==> src/rtl/toggle_line_decoder_if.sv <==
// Word-side handshake bundle for the toggle line decoder.
// The decoder drives the word and flags; the consumer drives word_ready.
interface toggle_line_decoder_if #(
  parameter int WIDTH = 8
);
  logic [WIDTH-1:0] word_out;
  logic             word_valid;
  logic             word_ready;
  logic             overrun;

  modport master (
    output word_out,
    output word_valid,
    output overrun,
    input  word_ready
  );

  modport slave (
    input  word_out,
    input  word_valid,
    input  overrun,
    output word_ready
  );
endinterface

==> src/rtl/toggle_line_decoder.sv <==
// Recovers toggle bits from a level line: a level change since the previous strobe is a 1.
// Bits are packed MSB-first into words and handed out through a one-deep valid/ready buffer.
module toggle_line_decoder #(
  parameter int   WIDTH      = 8,
  parameter logic IDLE_LEVEL = 1'b0
) (
  input  logic                     clk,
  input  logic                     clr_n,
  input  logic                     line_in,
  input  logic                     line_en,
  output logic                     t_out,
  output logic                     t_valid,
  output logic [$clog2(WIDTH)-1:0] bit_count,
  toggle_line_decoder_if.master    word_bus
);

  localparam int CW = $clog2(WIDTH);

  typedef enum logic {
    EMPTY = 1'b0,
    FULL  = 1'b1
  } state_t;

  state_t           state;
  logic             prev_level;
  logic [WIDTH-2:0] shift;
  logic             t;
  logic             completes;
  logic [WIDTH-1:0] new_word;

  assign t         = line_in ^ prev_level;
  assign new_word  = {shift, t};
  assign completes = line_en && (bit_count == CW'(WIDTH - 1));

  assign word_bus.word_valid = (state == FULL);

  // A completed word only replaces word_out when the buffer is empty or is being drained on this edge.
  always_ff @(posedge clk or negedge clr_n) begin
    if (!clr_n) begin
      prev_level        <= IDLE_LEVEL;
      t_out             <= 1'b0;
      t_valid           <= 1'b0;
      shift             <= '0;
      bit_count         <= '0;
      state             <= EMPTY;
      word_bus.word_out <= '0;
      word_bus.overrun  <= 1'b0;
    end else begin
      t_valid <= line_en;
      if (line_en) begin
        prev_level <= line_in;
        t_out      <= t;
        shift      <= new_word[WIDTH-2:0];
        bit_count  <= completes ? '0 : bit_count + 1'b1;
      end
      case (state)
        EMPTY: begin
          if (completes) begin
            state             <= FULL;
            word_bus.word_out <= new_word;
          end
        end
        FULL: begin
          if (completes) begin
            if (word_bus.word_ready) begin
              word_bus.word_out <= new_word;
            end else begin
              word_bus.overrun <= 1'b1;
            end
          end else if (word_bus.word_ready) begin
            state <= EMPTY;
          end
        end
        default: state <= EMPTY;
      endcase
    end
  end

endmodule

==> src/flat_wrapper.sv <==
// flat-port wrapper written by rule: the top's interface ports become plain ports
module toggle_line_decoder_flat 
#(
  parameter int   WIDTH      = 8,
  parameter logic IDLE_LEVEL = 1'b0
)
  (clk, clr_n, line_in, line_en, t_out, t_valid, bit_count, word_bus_word_out, word_bus_word_valid, word_bus_overrun, word_bus_word_ready);
  toggle_line_decoder_if #(.WIDTH(WIDTH)) word_bus_i ();
  input  logic clk;
  input  logic clr_n;
  input  logic line_in;
  input  logic line_en;
  output logic t_out;
  output logic t_valid;
  output logic [$clog2(WIDTH)-1:0] bit_count;
  output wire logic [$bits(word_bus_i.word_out)-1:0] word_bus_word_out;
  output wire logic [$bits(word_bus_i.word_valid)-1:0] word_bus_word_valid;
  output wire logic [$bits(word_bus_i.overrun)-1:0] word_bus_overrun;
  input wire logic [$bits(word_bus_i.word_ready)-1:0] word_bus_word_ready;
  assign word_bus_word_out = word_bus_i.word_out;
  assign word_bus_word_valid = word_bus_i.word_valid;
  assign word_bus_overrun = word_bus_i.overrun;
  assign word_bus_i.word_ready = word_bus_word_ready;
  toggle_line_decoder #(.WIDTH(WIDTH), .IDLE_LEVEL(IDLE_LEVEL)) u_core (.clk(clk), .clr_n(clr_n), .line_in(line_in), .line_en(line_en), .t_out(t_out), .t_valid(t_valid), .bit_count(bit_count), .word_bus(word_bus_i));
endmodule
==> config.mk <==
export PLATFORM = sky130hd
export DESIGN_NAME = toggle_line_decoder_flat
export DESIGN_NICKNAME = d
export VERILOG_FILES = /design/src/rtl/toggle_line_decoder_if.sv /design/src/rtl/toggle_line_decoder.sv /design/src/flat_wrapper.sv
export SDC_FILE = /design/constraint.sdc
export NUM_CORES = 1
export LEC_CHECK = 0
export BUFFER_PORTS_ARGS = -buffer_cell sky130_fd_sc_hd__buf_2
export CELL_PAD_IN_SITES_DETAIL_PLACEMENT = 1
export CELL_PAD_IN_SITES_GLOBAL_PLACEMENT = 1
export CORE_MARGIN = 2
export CORE_UTILIZATION = 26
export CTS_BUF_LIST = sky130_fd_sc_hd__clkbuf_16
export CTS_CLUSTER_DIAMETER = 40
export DETAILED_ROUTE_END_ITERATION = 12
export HOLD_SLACK_MARGIN = 0.15
export PLACE_DENSITY = 0.55
export SLEW_MARGIN = 0
export SYNTH_ARGS = -nofsm -noshare
export SYNTH_HDL_FRONTEND = slang
export SYNTH_SLANG_ARGS = --single-unit
==> constraint.sdc <==
create_clock -name clk -period 1.5 [get_ports clk]
set_input_delay 0.075 -clock clk [delete_from_list [all_inputs] [get_ports clk]]
set_output_delay 0.075 -clock clk [all_outputs]
set_load 0.01 [all_outputs]
* Word-level counts from Yosys, hierarchy flattened
Index checks and enable logic that the tools add are counted.
** Storage, ports and cells
- Bits in registers :: 23
- Input port bits :: 5
- Output and inout port bits :: 15
- Logic and storage cells :: 28
** Cells by class
- Add/subtract/negate cells :: 1
- Equality and inequality tests :: 4
- Muxes and demuxes :: 9
- Bitwise logic cells :: 3
- Reductions and logical operators :: 3
** Operators by type and width (number)
- 8-bit two-way mux :: 3
- 8-bit one-hot mux with 2 select lines :: 1
- 3-bit AND reduction :: 2
- 2-bit inequality test (second input constant) :: 2
- 3-bit by 1-bit adder with 3-bit output (second input constant) :: 1
- 3-bit == test (second input constant) :: 1
- 1-bit two-way mux :: 3
- 3-bit two-way mux :: 1
- 2-bit by 1-bit inequality test with 1-bit output (second input constant) :: 1
- 1-bit inverter :: 2
- 1-bit one-hot mux with 2 select lines :: 1
- 1-bit logical AND :: 1
- 1-bit bitwise XOR :: 1

* Logic depth before layout (Yosys ltp)
Gate-level depths: netlist of run 1.
- Word-level depth :: 4
- Gate-level depth with buffers :: 6
- Gate-level depth less buffers :: 5

* Worst setup path before layout of run 1
No wires, ideal clock.
- Kind :: register to register
- Start point :: reg u_core.bit_count[0]
- End point :: reg u_core.word_bus.word_out[1]
- Library setup time :: 0.125 ns
- Arrival time :: 1.372 ns
- Setup slack :: 0.002 ns
- Cell stages (with the launch flop) :: 7
- Buffers on the path :: 1
- Period minus slack after synthesis :: 1.498 ns
- Cell sequence :: dfrtp_1 ha_1 ha_1 nand2_2 nor2b_4 buf_6 mux2_4
** On the way
- Longest elaborated chain between the ends :: 4
- Elaborated cells on any way between the ends :: 5
- Classes of those cells :: eq/ne (3); reduce/logical (2)
** RTL lines
- start: declaration :: line toggle_line_decoder.sv:13 : output logic [$clog2(WIDTH)-1:0] bit_count,
- start signal: assignment :: line toggle_line_decoder.sv:54 : bit_count <= completes ? '0 : bit_count + 1'b1;
- 3-bit == test * :: line toggle_line_decoder.sv:33 : assign completes = line_en && (bit_count == CW'(WIDTH - 1));
- 1-bit logical AND * :: line toggle_line_decoder.sv:33
- 2-bit inequality test (no source line) / 2-bit by 1-bit inequality test with 1-bit output (equally long branches)
- 3-bit AND reduction (no source line) *
- end signal: assignment :: line toggle_line_decoder.sv:60 : word_bus.word_out <= new_word;
- end signal: assignment :: line toggle_line_decoder.sv:66 : word_bus.word_out <= new_word;
- end: declaration :: line toggle_line_decoder_if.sv:12 : output word_out,
Every way passes the cells marked *; elsewhere a longest branch is shown, timed or not.
A chain may end at the register's enable or synchronous reset.

* Final worst setup path of run 1
- Start point :: reg u_core.bit_count[1]
- End point :: reg u_core.word_bus.word_out[3]
Same word-level chain as after synthesis.

==> impl_metrics.toml, run 1 <==
[logic_synthesis]
synth_cells = 56
ys_ff_latch = 22
seq_area_frac_synth_pct = 62.0
syn_area_per_cell_um2 = 15.9
synth.net_count = 63
yosys.cell_types.count = 18
async_flop_share_pct = 100
ys.flop_type = "dfrtp_1"
netlist_area_um2 = 888
synth_warnings = 0
synth_edf_count = 0

[routing]
drtIter0Drc = 2
vias = 551
first_pass_iters = 2
wl_per_cell_um = 13.2
wl_mm = 1.77
ant_nets = 0
avgViaCountPerCell = 4.11
drc_errors = 0

[finish]
fin_area_um2 = 1250
final_cell_mix = "22 x dfrtp_1, 19 x buf_2, 8 x mux2_2"
final_util_pct = 37.8
diodes = 0
nets = 96
drive_gt1_share_pct = 56.8
final_common_cell = "dfrtp_1"
multiInputGateArea_um2 = 334
fill_cells = 368
ff_latch_area_um2 = 551
area_delta_synth_final_pct = 41.0

[worst_setup_path]
r2r_end = "u_core.word_bus.word_out[3]$_DFFE_PN0P_"
crit_path_end_kind = "flop"
reg2reg_from = "u_core.bit_count[1]$_DFFE_PN0P_"
start_kind = "flop"
reg2reg_depth = 6
crit_type = "flop to flop"
cp_max_fo = 8
required_ps = 1640
arrival_ps = 1620
rrSetupSlack_ps = 20

[clocking]
clk_latency_ps = 260
numCtsBuffers = 3
h-tree-depth = 1
cts_sinks = 22
clk_pin_slew_worst_paths_ps = 60
cts_tree = "done"
ctsLongestPathBuffers = 2
cts-root-buf = "clkbuf_16"

[power_and_ir_drop]
power_density_nw_per_um2 = 1940
leakage_nw = 0.596
peakVddDrop_v = 0.000523

[timing]
hold_violations = 0
setup_viol_count_final = 0
slew_viol_final = 0
min_period_ps = 1480
period_share_pct = 98.6
relSlewSlack_pct = 66.1
finClkSkew_ps = 4.59
max_freq_mhz = 676
worst_pin_slew_ps = 508

[hold_path]
hold_path_class = "input port to flop"
hold_start = "line_en"
hold_depth = 2
holdPathEnd = "u_core.t_valid$_DFF_PN0_"

[global_routing]
antenna_found_initial = 0
grt_usage_pct = 10.1
grt_pass1_wl_mm = 3.01
grt_pass1_vias = 612
grt_overflow = 0
grt_max_degree = 23

[flow_run]
cap_viol_max_count = 0

[die]
die-width_um = 62.5
die_y_um = 62.5
core_um2 = 3310
start_util_pct = 26.8
row_count = 21
io_pins = 20
die_area_um2 = 3900

[placement]
post_dp_cell_area_um2 = 1050
place_hpwl_mm = 1.14
gp_congestion = 0.690
port_buffers = 19

[run_status]
status = "completed"
-- worst max path at each step --
| stage | start | endpoint | slack, ps | cells after the start |
|---|---|---|---|---|
| after floorplan | u_core.bit_count[0]$_DFFE_PN0P_ | u_core.word_bus.word_out[1]$_DFFE_PN0P_ | 2 | 6 |
| after global placement | u_core.bit_count[0]$_DFFE_PN0P_ | u_core.word_bus.word_out[3]$_DFFE_PN0P_ | -30 | 5 |
| after detailed placement | u_core.bit_count[0]$_DFFE_PN0P_ | u_core.word_bus.word_out[3]$_DFFE_PN0P_ | -130 | 5 |
| after CTS | u_core.bit_count[0]$_DFFE_PN0P_ | u_core.word_bus.word_out[3]$_DFFE_PN0P_ | 2 | 6 |
| after global routing | u_core.bit_count[1]$_DFFE_PN0P_ | u_core.word_bus.word_out[3]$_DFFE_PN0P_ | -30 | 6 |
| final | u_core.bit_count[1]$_DFFE_PN0P_ | u_core.word_bus.word_out[3]$_DFFE_PN0P_ | 20 | 6 |
-- layer usage --
layer  GRT usage, %  up-vias  routed length (um)
met1           12.1      276                 806
met2           15.9       17                 842
li1               -      254                   -
met4           6.67        0                  46
met3           2.70        4                  74
met5              0        -                   0
-- cell type report --
cell class | count | share of cell area [%]
repair buffers | 30 | 15.8
clock buffers | 3 | 5.99
multi-input cells | 30 | 26.7
flip-flops and latches | 22 | 44.0
clock inverters | 1 | 2.40
inverters | 2 | 0.599
well taps | 46 | 4.60
-- critical path: stages, from the launching register on --
cell,delay (ps)
dfrtp_1,370
ha_2,210
ha_4,150
nand2_4,50
nor2b_4,120
buf_12,140
mux2_4,300
-- kinds of logic (layout without fill, tap and decap cells) --
kind of cell | Yosys count | after routing | share of synthesized area (%)
AOI/OAI and AO/OA | 3 | 3 | 1.97
xor gates and xnor gates | 1 | 1 | 0.986
adders and majority gates | 2 | 2 | 2.82
buffers and inverters | 4 | 36 | 2.68
DFF | 22 | 22 | 62.0
muxes | 17 | 17 | 24.2
and+or+nand+nor | 7 | 7 | 5.35
-- cells in the mapped netlist (2+ instances only) --
library cell	n	area [um2]
mux2i_1	2	20.0
mux2_2	8	90.1
inv_1	2	7.51
mux2_4	7	105
dfrtp_1	22	551
nand2b_1	2	12.5
ha_1	2	25.0
-- timing repair --
| action | CTS | global route |
|---|---|---|
| gates resized for setup | 0 | 4 |
| endpoints found under the setup margin | 7 | 8 |
| hold buffers | 3 | 0 |
| hold endpoints to repair | 25 | 0 |
| pin swaps | 0 | 1 |
| setup buffers | 3 | 2 |
-- power by group --
| part | switching, mW | internal, mW | leakage (nW) |
|---|---|---|---|
| Clock | 0.211 | 0.530 | 0.0511 |
| Sequential | 0.138 | 0.809 | 0.260 |
| Combinational | 0.296 | 0.449 | 0.285 |
-- through the flow --
step                      hold WS (ps)  worst slack (ps)  total power [mW]  setup TNS (ps)  instances
after floorplan                   -221              2.46              1.33               0         56
after global placement            65.4             -28.0              1.59            -147        122
after detailed placement          75.4              -130              1.61            -848        122
after CTS                          176              2.19              2.41               0        132
after global routing               199             -25.3              2.59            -100        134
final                              194              21.6              2.43               0        134
-- flip-flops by register name, indices dropped and copies added, names as in the netlist --
name	cells
u_core.word_bus.word_out	8
u_core.shift	7
u_core.bit_count	3
u_core.prev_level	1
u_core.t_valid	1
u_core.word_bus.overrun	1
u_core.word_bus.word_valid	1
(Power assumes the default switching activity.)
==> run 2, diff against run 1 <==
--- a/config.mk
+++ b/config.mk
@@ -5,6 +5,7 @@
 export SDC_FILE = /design/constraint.sdc
 export NUM_CORES = 1
 export LEC_CHECK = 0
+export ABC_AREA = 1
 export BUFFER_PORTS_ARGS = -buffer_cell sky130_fd_sc_hd__buf_2
 export CELL_PAD_IN_SITES_DETAIL_PLACEMENT = 1
 export CELL_PAD_IN_SITES_GLOBAL_PLACEMENT = 1
@@ -14,7 +15,7 @@
 export CTS_CLUSTER_DIAMETER = 40
 export DETAILED_ROUTE_END_ITERATION = 12
 export HOLD_SLACK_MARGIN = 0.15
-export PLACE_DENSITY = 0.55
+export PLACE_DENSITY = 0.59
 export SLEW_MARGIN = 0
 export SYNTH_ARGS = -nofsm -noshare
 export SYNTH_HDL_FRONTEND = slang
==> run 2 against run 1 <==
Via count up 18%. Critical path depth increased by 1. Sequential share of layout area up 4.9 points. Total power down 23%. First-iteration DRC count grew to 16 times the previous value. Fmax is 14% higher. Final area is 10% lower. Combinational power down 37%. Non-clock buffer count decreased by 8. Utilization is 3.5 points lower. Register-to-register slack gained 190 ps. Routed wire length up 0.56%.
==> impl_metrics.toml, run 2 <==
[timing]
setup_viol_count_final = 0
worst_pin_slew_ps = 495
hold_violations = 0
period_share_pct = 86.2
max_freq_mhz = 773
min_period_ps = 1290
tns_ps = 0
rsz0062_at_grt = "false"
slew_viol_final = 0
finClkSkew_ps = 1.69
relSlewSlack_pct = 67.0

[worst_setup_path]
crit_type = "flop to flop"
start_kind = "flop"
required_ps = 1690
crit_path_end_kind = "flop"
path_cells = "ha_1 > ha_1 > nand2_2 > inv_4 > nand2_4 > nand2_1 > nand2_1"
reg2reg_depth = 7
critPathSlowestCell = "dfrtp_1"
cp_max_fo = 8
arrival_ps = 1480
reg2reg_from = "u_core.bit_count[0]$_DFFE_PN0P_"
r2r_end = "u_core.word_bus.word_out[3]$_DFFE_PN0P_"
max_stage_delay_ps = 420
rrSetupSlack_ps = 210

[global_routing]
antenna_found_initial = 0
grt_overflow = 0
grt_pass1_wl_mm = 3.07
grt_max_degree = 23
grt_usage_pct = 11.0
grt_pass1_vias = 680

[routing]
wl_per_cell_um = 10.9
avgViaCountPerCell = 3.98
drc_errors = 0
vias = 648
ant_nets = 0
first_pass_iters = 4
drtIter0Drc = 31
wl_mm = 1.78

[logic_synthesis]
synthSimpleGateAreaFrac_pct = 24.5
yosysTopAreaCellShare_pct = 62.9
yosys.cell_types.count = 14
netlist_area_um2 = 875
async_flop_share_pct = 100
yosys-top-cells-area = "dfrtp_1 63%, nand2_1 17%, nand3_1 4.6%, ha_1 2.9%, inv_1 2.6%"
ys.flop_type = "dfrtp_1"
synth.net_count = 100
ys_ff_latch = 22
synth_cells = 93
yosys.area_share.xor_xnor_pct = 0
synth_warnings = 0
synth_edf_count = 0
syn_area_per_cell_um2 = 9.40
synth_compound_area_share_pct = 5.44
seq_area_frac_synth_pct = 62.9
synth.largest_area_cell = "dfrtp_1"
yosysMostFrequentCell = "nand2_1"
synth_top_family_by_area = "simple AND/OR/NAND/NOR gates"
synth_fa_ha_area_share_pct = 2.86
synth.area.mux_share_pct = 0
yosys-top-cells-count = "40 x nand2_1, 22 x dfrtp_1, 8 x nand3_1, 6 x inv_1"

[die]
die_area_um2 = 3840
start_util_pct = 26.6
core_um2 = 3280
die-width_um = 62
row_count = 21
die_y_um = 62
io_pins = 20

[finish]
final_common_cell = "nand2_1"
reg_top3 = "u_core.word_bus.word_out: 8 flops, u_core.shift: 7 flops, u_core.bit_count: 3 flops"
final_cells = 163
multiInputGateArea_um2 = 287
largest_reg_flops = 8
area_delta_synth_final_pct = 28.9
fill_cells = 406
final_cell_mix = "40 x nand2_1, 22 x dfrtp_1, 19 x buf_2"
nets = 126
drive_gt1_share_pct = 23.1
ff_latch_area_um2 = 551
regMostFlops = "u_core.word_bus.word_out"
diodes = 0

[placement]
gp_congestion = 0.703
place_inst = 157
place_hpwl_mm = 1.30
port_buffers = 19

[clocking]
numCtsBuffers = 3
h-tree-depth = 1
cts_setup_buffers = 0
cts-root-buf = "clkbuf_16"
hold_buffers = 3
cts_tree = "done"
cts_sinks = 22
ctsLongestPathBuffers = 2
cts_resized = 0
clk_pin_slew_worst_paths_ps = 50
clk_latency_ps = 250

[hold_path]
hold_path_class = "input port to flop"
holdPathEnd = "u_core.word_bus.word_out[0]$_DFFE_PN0P_"
hold_start = "word_bus_word_ready"
hold_depth = 5

[power_and_ir_drop]
power_density_nw_per_um2 = 1660
leakage_nw = 0.622
peakVddDrop_v = 0.000495

[run_status]
status = "completed"

[flow_run]
cap_viol_max_count = 0
-- run 2: final cells by class --
class                      count  area share (%)
clock buffer                   3            6.66
inverter                       8            2.89
multi-input combinational     62            25.4
sequential                    22            48.8
tap                           46            5.11
timing repair buffer          22            11.1
-- run 2: how the worst max path moves through the flow --
stage / from / to / slack (ps) / cells past startpoint
after global placement: u_core.bit_count[0]$_DFFE_PN0P_ / u_core.word_bus.word_out[0]$_DFFE_PN0P_ / 260 / 7
after floorplan: u_core.bit_count[0]$_DFFE_PN0P_ / u_core.word_bus.word_out[0]$_DFFE_PN0P_ / 280 / 7
after global routing: u_core.bit_count[0]$_DFFE_PN0P_ / u_core.word_bus.word_out[2]$_DFFE_PN0P_ / 80 / 7
after detailed placement: u_core.bit_count[0]$_DFFE_PN0P_ / u_core.word_bus.word_out[3]$_DFFE_PN0P_ / 210 / 7
after CTS: u_core.bit_count[0]$_DFFE_PN0P_ / u_core.word_bus.word_out[3]$_DFFE_PN0P_ / 190 / 7
final: u_core.bit_count[0]$_DFFE_PN0P_ / u_core.word_bus.word_out[3]$_DFFE_PN0P_ / 210 / 7
-- run 2: logic make-up (layout without fill, tap and decap cells) --
logic type,Yosys count,in the layout
simple gates,51,51
fa+ha+maj,2,2
compound gates,9,9
buf+inv,9,33
flops,22,22
-- run 2: per-stage QoR --
| stage | hold slack, ps | power, mW | setup WS (ps) | utilization [%] | instance area, um2 |
|---|---|---|---|---|---|
| after floorplan | -221 | 1.13 | 277 | - | 875 |
| after global placement | 62.3 | 1.34 | 256 | 31.1 | 1020 |
| after detailed placement | 73.7 | 1.35 | 210 | 31.1 | 1020 |
| after CTS | 202 | 1.91 | 191 | 34.3 | 1130 |
| after global routing | 233 | 2.04 | 76.1 | 34.3 | 1130 |
| final | 207 | 1.87 | 207 | 34.3 | 1130 |
-- run 2: worst max-delay path, delay by kind of cell, from the launching register on --
family,cells,cell delay [ps]
adder cells (fa/ha/maj),2,420
buffers and inverters,1,70
AND/OR/NAND/NOR,4,330
flip-flops,1,420
-- run 2: routing by layer --
layer	GRT usage [%]	vias up	wire length (um)
li1	-	337	-
met3	1.86	4	65
met4	5.47	0	38
met2	16.5	16	758
met1	15.3	291	918
met5	0	-	0
-- run 2: where the power goes --
group	leakage, nW	switching, mW	internal, mW
Combinational	0.302	0.270	0.197
Clock	0.0370	0.191	0.351
Sequential	0.284	0.105	0.758
Total	0.622	0.566	1.31
